===== src/rtl/mc_ctrl_pkg.sv =====
// Shared definitions for the multi-cycle MIPS controller: state codes,
// opcode/funct constants, datapath select encodings and the decode class.
package mc_ctrl_pkg;

    typedef enum logic [2:0] {
        ST_FETCH  = 3'd0,
        ST_DECODE = 3'd1,
        ST_EXE    = 3'd2,
        ST_MEM    = 3'd3,
        ST_WB     = 3'd4
    } state_e;

    localparam logic [5:0] OP_RTYPE = 6'b000000;
    localparam logic [5:0] OP_ORI   = 6'b001101;
    localparam logic [5:0] OP_LW    = 6'b100011;
    localparam logic [5:0] OP_SW    = 6'b101011;
    localparam logic [5:0] OP_BEQ   = 6'b000100;
    localparam logic [5:0] OP_LUI   = 6'b001111;
    localparam logic [5:0] OP_J     = 6'b000010;
    localparam logic [5:0] OP_JAL   = 6'b000011;

    localparam logic [5:0] FN_ADD   = 6'b100000;
    localparam logic [5:0] FN_SUB   = 6'b100010;
    localparam logic [5:0] FN_JR    = 6'b001000;

    localparam logic [1:0] NPC_PC4  = 2'b00;
    localparam logic [1:0] NPC_BR   = 2'b01;
    localparam logic [1:0] NPC_J    = 2'b10;
    localparam logic [1:0] NPC_JR   = 2'b11;

    localparam logic [1:0] EXT_SIGN = 2'b00;
    localparam logic [1:0] EXT_ZERO = 2'b01;
    localparam logic [1:0] EXT_LUI  = 2'b10;
    localparam logic [1:0] EXT_SH2  = 2'b11;

    localparam logic [2:0] ALU_ADD  = 3'b000;
    localparam logic [2:0] ALU_SUB  = 3'b001;
    localparam logic [2:0] ALU_OR   = 3'b010;

    localparam logic [1:0] DST_RT   = 2'b00;
    localparam logic [1:0] DST_RD   = 2'b01;
    localparam logic [1:0] DST_RA   = 2'b10;

    localparam logic [1:0] WD_ALU   = 2'b00;
    localparam logic [1:0] WD_DM    = 2'b01;
    localparam logic [1:0] WD_PC    = 2'b10;

    typedef struct packed {
        logic addu;
        logic subu;
        logic ori;
        logic lw;
        logic sw;
        logic beq;
        logic lui;
        logic j;
        logic jal;
        logic jr;
        logic nop;
    } cls_t;

endpackage


===== src/rtl/mc_ctrl_decode.sv =====
// Instruction classifier: maps the IR contents to a one-hot instruction class.
module mc_ctrl_decode
    import mc_ctrl_pkg::*;
(
    input  logic [31:0] instr,
    output cls_t        cls
);
    logic [5:0] op;
    logic [5:0] funct;
    logic       unused_fields;

    assign op            = instr[31:26];
    assign funct         = instr[5:0];
    assign unused_fields = ^instr[25:6];

    // Anything not recognised, the all-zero word included, retires as a nop.
    always_comb begin
        cls = '0;
        case (op)
            OP_RTYPE: begin
                case (funct)
                    FN_ADD:  cls.addu = 1'b1;
                    FN_SUB:  cls.subu = 1'b1;
                    FN_JR:   cls.jr   = 1'b1;
                    default: cls.nop  = 1'b1;
                endcase
            end
            OP_ORI:  cls.ori = 1'b1;
            OP_LW:   cls.lw  = 1'b1;
            OP_SW:   cls.sw  = 1'b1;
            OP_BEQ:  cls.beq = 1'b1;
            OP_LUI:  cls.lui = 1'b1;
            OP_J:    cls.j   = 1'b1;
            OP_JAL:  cls.jal = 1'b1;
            default: cls.nop = 1'b1;
        endcase
    end

endmodule


===== src/rtl/mc_ctrl.sv =====
// Multi-cycle controller: state register, next-state logic, combinational
// output decoder and retired-instruction counter.
module mc_ctrl
    import mc_ctrl_pkg::*;
#(
    parameter int CNT_W = 32
) (
    input  logic             clk,
    input  logic             reset,
    input  logic [31:0]      instr,
    input  logic             zero,
    input  logic             dm_ready,
    output logic             pc_wr,
    output logic             ir_wr,
    output logic [1:0]       npc_op,
    output logic [1:0]       eop,
    output logic [2:0]       alu_op,
    output logic             alu_src_b,
    output logic             reg_wr,
    output logic [1:0]       reg_dst,
    output logic [1:0]       wd_sel,
    output logic             dm_req,
    output logic             dm_wr,
    output logic             instr_done,
    output logic [2:0]       state,
    output logic [CNT_W-1:0] retired
);
    state_e           state_q, state_d;
    logic [CNT_W-1:0] retired_q, retired_d;
    cls_t             cls;
    logic [1:0]       ex_eop;
    logic [2:0]       ex_alu;
    logic             ex_srcb;

    mc_ctrl_decode u_dec (
        .instr (instr),
        .cls   (cls)
    );

    // Extender/ALU selects used in EXE and held through WB.
    always_comb begin
        ex_eop  = EXT_SIGN;
        ex_alu  = ALU_ADD;
        ex_srcb = 1'b0;
        if (cls.subu) ex_alu = ALU_SUB;
        if (cls.ori) begin
            ex_eop  = EXT_ZERO;
            ex_alu  = ALU_OR;
            ex_srcb = 1'b1;
        end
        if (cls.lui) begin
            ex_eop  = EXT_LUI;
            ex_srcb = 1'b1;
        end
        if (cls.lw || cls.sw) ex_srcb = 1'b1;
        if (cls.beq) begin
            ex_eop = EXT_SH2;
            ex_alu = ALU_SUB;
        end
    end

    always_comb begin
        state_d    = ST_FETCH;
        pc_wr      = 1'b0;
        ir_wr      = 1'b0;
        npc_op     = NPC_PC4;
        eop        = EXT_SIGN;
        alu_op     = ALU_ADD;
        alu_src_b  = 1'b0;
        reg_wr     = 1'b0;
        reg_dst    = DST_RT;
        wd_sel     = WD_ALU;
        dm_req     = 1'b0;
        dm_wr      = 1'b0;
        instr_done = 1'b0;
        case (state_q)
            ST_FETCH: begin
                ir_wr   = 1'b1;
                pc_wr   = 1'b1;
                state_d = ST_DECODE;
            end
            ST_DECODE: begin
                if (cls.j || cls.jal) begin
                    pc_wr      = 1'b1;
                    npc_op     = NPC_J;
                    instr_done = 1'b1;
                    if (cls.jal) begin
                        reg_wr  = 1'b1;
                        reg_dst = DST_RA;
                        wd_sel  = WD_PC;
                    end
                end else if (cls.jr) begin
                    pc_wr      = 1'b1;
                    npc_op     = NPC_JR;
                    instr_done = 1'b1;
                end else if (cls.nop) begin
                    instr_done = 1'b1;
                end else begin
                    state_d = ST_EXE;
                end
            end
            ST_EXE: begin
                eop       = ex_eop;
                alu_op    = ex_alu;
                alu_src_b = ex_srcb;
                if (cls.beq) begin
                    npc_op     = NPC_BR;
                    pc_wr      = zero;
                    instr_done = 1'b1;
                end else if (cls.lw || cls.sw) begin
                    state_d = ST_MEM;
                end else begin
                    state_d = ST_WB;
                end
            end
            ST_MEM: begin
                dm_req = 1'b1;
                dm_wr  = cls.sw;
                if (!dm_ready)   state_d = ST_MEM;
                else if (cls.lw) state_d = ST_WB;
                else             instr_done = 1'b1;
            end
            ST_WB: begin
                eop        = ex_eop;
                alu_op     = ex_alu;
                alu_src_b  = ex_srcb;
                reg_wr     = 1'b1;
                reg_dst    = (cls.addu || cls.subu) ? DST_RD : DST_RT;
                wd_sel     = cls.lw ? WD_DM : WD_ALU;
                instr_done = 1'b1;
            end
            default: ;
        endcase

        // Reset wins over everything, including a write that was about to land.
        if (!reset) begin
            state_d    = ST_FETCH;
            pc_wr      = 1'b0;
            ir_wr      = 1'b0;
            npc_op     = NPC_PC4;
            eop        = EXT_SIGN;
            alu_op     = ALU_ADD;
            alu_src_b  = 1'b0;
            reg_wr     = 1'b0;
            reg_dst    = DST_RT;
            wd_sel     = WD_ALU;
            dm_req     = 1'b0;
            dm_wr      = 1'b0;
            instr_done = 1'b0;
        end
    end

    assign retired_d = retired_q + CNT_W'(instr_done);

    always_ff @(posedge clk) begin
        if (!reset) begin
            state_q   <= ST_FETCH;
            retired_q <= '0;
        end else begin
            state_q   <= state_d;
            retired_q <= retired_d;
        end
    end

    assign state   = state_q;
    assign retired = retired_q;

endmodule


===== config.mk =====
export PLATFORM = sky130hd
export DESIGN_NAME = mc_ctrl
export DESIGN_NICKNAME = d
export VERILOG_FILES = /design/src/rtl/mc_ctrl_pkg.sv /design/src/rtl/mc_ctrl_decode.sv /design/src/rtl/mc_ctrl.sv
export SDC_FILE = /design/constraint.sdc
export NUM_CORES = 1
export LEC_CHECK = 0
export CORE_MARGIN = 5
export CORE_UTILIZATION = 38
export CTS_CLUSTER_SIZE = 14
export DETAILED_ROUTE_END_ITERATION = 8
export GPL_ROUTABILITY_DRIVEN = 1
export PLACE_DENSITY_LB_ADDON = 0.12
export SLEW_MARGIN = 20
export SYNTH_ARGS = -nofsm -noshare
export SYNTH_HDL_FRONTEND = slang
export SYNTH_SLANG_ARGS = --single-unit

===== constraint.sdc =====
create_clock -name clk -period 3.75 [get_ports clk]
set_clock_uncertainty 0.15 [all_clocks]
set_input_delay 0.375 -clock clk [delete_from_list [all_inputs] [get_ports clk]]
set_output_delay 0.375 -clock clk [all_outputs]
set_load 0.03 [all_outputs]

Word-level counts from Yosys, hierarchy flattened. Index checks and enable logic that the tools add are counted.

Add/subtract/negate cells: 1. Equal/unequal tests: 14. Mux-type cells: 73. Reductions and logical operators: 8.

Operators by type and width (count): 1-bit 2-to-1 mux (42); 32-bit by 1-bit adder with 32-bit output (1); 2-bit 2-to-1 mux (15); 6-bit == test, second input constant (4); 3-bit 2-to-1 mux (8); 6-bit by 4-bit == test with 1-bit output, second input constant (3); 6-bit by 2-bit == test with 1-bit output, second input constant (2); 2-bit case mux with 2 select lines (3); 3-bit case mux with 4 select lines (1); 7-bit OR reduction (1); 3-bit by 2-bit == test with 1-bit output, second input constant (2); 6-bit by 3-bit == test with 1-bit output, second input constant (1); 6-bit zero test (1); 1-bit case mux with 2 select lines (2); 1-bit case mux with 4 select lines (1); 3-bit by 1-bit == test with 1-bit output, second input constant (1); 3-bit == test, second input constant (1); 3-bit zero test (1); 1-bit logical OR (3); 1-bit case mux with 3 select lines (1); 3-bit OR reduction (1); 2-bit OR reduction (1).

Flip-flop bits (word level): 35. Bits of input ports: 36. Output and inout port bits: 53.

Longest topological paths before layout.
Word-level depth: 10. Mapped depth: 13. Depth with buffers taken out: 10.

Hierarchy. Synthesis repeated with hierarchy kept, for this count alone.

Cell total of the unflattened synthesis: 270. Area total of the unflattened synthesis: 2067.0 sq um.

By module, submodules not included: mc_ctrl (times used 1, cells each 238, area an instance 1869.3 sq um); mc_ctrl_decode (times used 1, cells each 32, area an instance 197.7 sq um).

Worst setup path before layout. Ideal clock, no wire load.

Path kind: input to register. Start: input instr[27]. End: register retired_q[26], in the netlist retired[26]. Library setup time: 0.070 ns. Data arrival time: 3.968 ns. Required time: 3.530 ns. Setup slack: -0.438 ns. Cell stages on the path: 12. Buffers on the path: 2. Cells stage by stage: clkbuf_1 > or4_1 > nor4b_1 > a31oi_1 > o221ai_1 > ha_1 > ha_1 > nand2_1 > or4_1 > clkbuf_1 > or4_1 > a21oi_1.

Longest elaborated chain between the ends: 9. Elaborated cells on any way between the ends: 25. Classes of those cells: 1 x add/sub; 7 x eq/ne; 14 x mux; 3 x reduce/logical.

Ends and longest elaborated chain: from (decl) (line mc_ctrl.sv:10) `input logic [31:0] instr,`; 6-bit by 4-bit == test with 1-bit output, or another cell as far along (line mc_ctrl_decode.sv:19) `case (op)`; 7-bit OR reduction (no line); 1-bit case mux with 2 select lines (line mc_ctrl_decode.sv:19); 1-bit 2-to-1 mux (line mc_ctrl.sv:96) `end else if (cls.nop) begin`; 1-bit 2-to-1 mux (line mc_ctrl.sv:92) `end else if (cls.jr) begin`; 1-bit 2-to-1 mux (line mc_ctrl.sv:83) `if (cls.j || cls.jal) begin`; 1-bit case mux with 4 select lines (*) (line mc_ctrl.sv:76) `case (state_q)`; 1-bit 2-to-1 mux (*) (line mc_ctrl.sv:136) `if (!reset) begin`; named net instr_done (line mc_ctrl.sv:24) `output logic instr_done,`; 32-bit by 1-bit adder with 32-bit output (*) (line mc_ctrl.sv:153) `assign retired_d = retired_q + CNT_W'(instr_done);`; to (signal assigned) (line mc_ctrl.sv:161) `retired_q <= retired_d;`; to (decl) (line mc_ctrl.sv:29) `logic [CNT_W-1:0] retired_q, retired_d;`.

Mark *: on every way through the listed nets, which the timed path passes. The rest lies on a longest branch. A chain may end at the register's enable or synchronous reset.

Worst setup path after layout.
Start: input instr[29]. End: register retired_q[29], in the netlist retired[29].

Longest elaborated chain between the ends: 9. Elaborated cells on any way between the ends: 25. Classes of those cells: 1 x add/sub; 7 x eq/ne; 14 x mux; 3 x reduce/logical.

Ends and longest elaborated chain (line): 6-bit by 4-bit == test with 1-bit output, or another cell as far along (mc_ctrl_decode.sv:19); 7-bit OR reduction (no line); 1-bit case mux with 2 select lines (mc_ctrl_decode.sv:19); 1-bit 2-to-1 mux (mc_ctrl.sv:96); 1-bit 2-to-1 mux (mc_ctrl.sv:92); 1-bit 2-to-1 mux (mc_ctrl.sv:83); 1-bit case mux with 4 select lines (*) (mc_ctrl.sv:76); 1-bit 2-to-1 mux (*) (mc_ctrl.sv:136); 32-bit by 1-bit adder with 32-bit output (*) (mc_ctrl.sv:153).

Mark *: on every way between the ends. The rest lies on a longest branch, timed or not.

==> impl_metrics.tcl <==
set metrics [dict create \
    status "complete, no violations" \
    tns_ns 0 \
    relSlewSlack 0.654 \
    h-tree-depth 2 \
    grt_use_met3 0.0401 \
    hold_depth 2 \
    hold_viol 0 \
    die_h_um 82.3 \
    core-area_um2 5110 \
    drc 0 \
    dp_hpwl_um 4060 \
    cp_num_cells 11 \
    ys_seq_area_frac 0.353 \
    synth_top_cell_area_share 0.353 \
    tightest_slew_ns 0.518 \
    setup_viol 0 \
    rows 26 \
    p_int_mw 0.584 \
    gp_congestion 0.897 \
    final_util 0.597 \
    async_flop_share 0 \
    synth_area_leaders "dfxtp_1 35%, or4_1 6.4%, a21oi_1 5.5%" \
    port_buffers 67 \
    combPwrFrac 0.112 \
    ios 89 \
    grt_util_met1 0.217 \
    arrival_ns 3.65 \
    cts.sinks 35 \
    vias 2153 \
    clock_latency_ns 0.29 \
    antenna_found_initial 0 \
    top_usage_layer "met2" \
    crit_type "in2reg" \
    syn-instance-count 252 \
    critPathMaxFanout 16 \
    die_w_um 82.3 \
    crit_chain "clkdlybuf4s50_1 -> or4_4 -> nor3_2 -> a221oi_1 -> o221ai_2 -> ha_4 -> nand3_1 -> or4_1 -> buf_6 -> or4_1 -> a21oi_1" \
    pwr-share-clk 0.398 \
    slowest_delay_ns 0.59 \
    synthTopCellsByCount "35 x dfxtp_1, 22 x a21oi_1, 22 x nor2_1" \
    powerDensity_nw_per_um2 254 \
    synth_fp_nets 290 \
    synth_ff_type "dfxtp_1" \
    crit_slowest_cell "or4_4" \
    dp_slack_ns -0.253 \
    first_pass_iters 4 \
    initial_core_util 0.389 \
    yosys.cell_types.count 45 \
    startpoint_type "primary input" \
    crit_top_cell "or4_1" \
    synth.most_common_cell "dfxtp_1" \
    total_power_mw 0.774 \
    peakVddDrop_uv 141 \
    setup_ws_ns 0.161 \
    grt_pass1_wl_um 9160 \
    via_per_inst 5.28 \
    cp_top_family "simple AND/OR/NAND/NOR gates" \
    overflow 0 \
    path_buf_inv 2 \
    cts-buffers-inserted 5 \
    cp-end-kind "register" \
    path_clk_slew_ns 0.06 \
    ys_warn_count 0 \
    synth_edf_count 0 \
    hold-worst-slack_ns 0.324 \
    netlist.top_cell.by_area "dfxtp_1" \
    nets 375 \
    grt_use_total 0.172 \
    seqPwrFrac 0.490 \
    drt_iter0_markers 37 \
    areaGrowthSynthToFinish_pct 53.3 \
    cts_buffer_depth 2 \
    netlist_area_um2 1990 \
    grt_max_degree 28 \
    cap_violations 0 \
    p_leak_nw 1.01 \
    grtUsageMet2 0.288 \
    layout-drive-gt1-share 0.145 \
    power_switching_mw 0.190 \
    diodes 0 \
    routedWlPerCell_um 13.8 \
    max_freq_ghz 0.279 \
    die-area_um2 6770 \
    grt_setup_unrepaired "false" \
    cts-root-buf "clkbuf_8" \
    required_ns 3.81 \
    reg2reg_depth 9 \
    slew_violations 0 \
    syn_avg_cell_area_um2 7.88 \
    hold_path_class "reg2reg" \
    switching_share 0.246 \
    cts_tree "yes" \
    period_share 0.957 \
    ys_seq_elements 35 \
    ant_nets 0 \
    drt_wl_total_um 5650 \
    period_minus_slack_ns 3.59 \
    grt_pass1_vias 2054 \
]
-- power by group through the flow --
stage | clock network, mW | registers, mW | logic [mW]
finish | 0.308 | 0.380 | 0.0864
CTS | 0.315 | 0.379 | 0.0850
global placement | 0 | 0.388 | 0.0845
global route | 0.332 | 0.380 | 0.0940
floorplan | 0 | 0.389 | 0.0370
detailed placement | 0 | 0.387 | 0.0844
-- registers in the layout, summed over array words and instances (netlist names) --
signal	count
retired	32
state	3
-- placed cells by master, fill, tap and decap left out, types with 4 or more instances in the layout --
| cell type | instances |
|---|---|
| xor2_1 | 7 |
| dfxtp_1 | 35 |
| and3_1 | 4 |
| clkdlybuf4s50_1 | 67 |
| o21ai_0 | 6 |
| nand2_1 | 20 |
| buf_4 | 23 |
| xnor2_1 | 4 |
| or4_1 | 14 |
| nand2b_1 | 4 |
| or3_1 | 8 |
| clkbuf_8 | 7 |
| nand3_1 | 16 |
| a21oi_1 | 21 |
| nor2_1 | 22 |
| nand4_1 | 6 |
| inv_1 | 7 |
| o31ai_1 | 13 |
| nor3_1 | 6 |
-- through the flow --
| stage | std cells | area [um^2] |
|---|---|---|
| final | 408 | 3050 |
| after global routing | 408 | 3050 |
| after CTS | 401 | 2960 |
| after detailed placement | 393 | 2850 |
| after global placement | 393 | 2850 |
| after floorplan | 252 | 2020 |
-- worst paths after layout --
kind,from,endpoint,slack (ns)
worst max register to register,state[0],retired[29],0.69
worst min register to register,retired[31],retired[31],0.32
worst max-delay path,instr[29],retired[29],0.16
worst min-delay path,retired[31],retired[31],0.32
-- worst reg2reg max path, delay by kind of cell (launching register included) --
kind | cells | cell delay, ns
buffers and inverters | 1 | 0.17
AO/OA/AOI/OAI | 3 | 0.47
adder cells (fa/ha/maj) | 1 | 0.20
flip-flops | 1 | 0.47
AND/OR/NAND/NOR | 4 | 1.52
-- repair_timing --
item	in CTS	in global routing
gates resized for setup	0	8
hold buffers	0	0
endpoints found under the setup margin	0	13
buffers inserted	0	6
-- cells by family (layout without fill, tap and decap cells) --
kind of cell | count (synthesis) | after routing | synth area share
AOI/OAI and AO/OA | 50 | 50 | 0.156
xor gates and xnor gates | 11 | 11 | 0.0485
adders and majority gates | 2 | 2 | 0.0126
buffers and inverters | 23 | 109 | 0.0497
DFF | 35 | 35 | 0.353
muxes | 3 | 3 | 0.0151
other | 1 | 1 | 0.00189
and+or+nand+nor | 127 | 127 | 0.363
-- area by class of cell --
| type | count | area [um^2] |
|---|---|---|
| Clock inverter | 1 | 7.51 |
| Tap cell | 70 | 87.6 |
| Fill cell | 494 | 2060 |
| Multi-Input combinational cell | 194 | 1250 |
| Timing Repair Buffer | 93 | 871 |
| Clock buffer | 7 | 96.3 |
| Sequential cell | 35 | 701 |
| Inverter | 8 | 30.0 |
-- routing by layer --
| metal | share of wire | up-vias |
|---|---|---|
| li1 | - | 1101 |
| met5 | 0 | - |
| met1 | 0.47 | 1002 |
| met2 | 0.48 | 43 |
| met4 | 0.013 | 0 |
| met3 | 0.039 | 7 |
(Power assumes the default switching activity.)
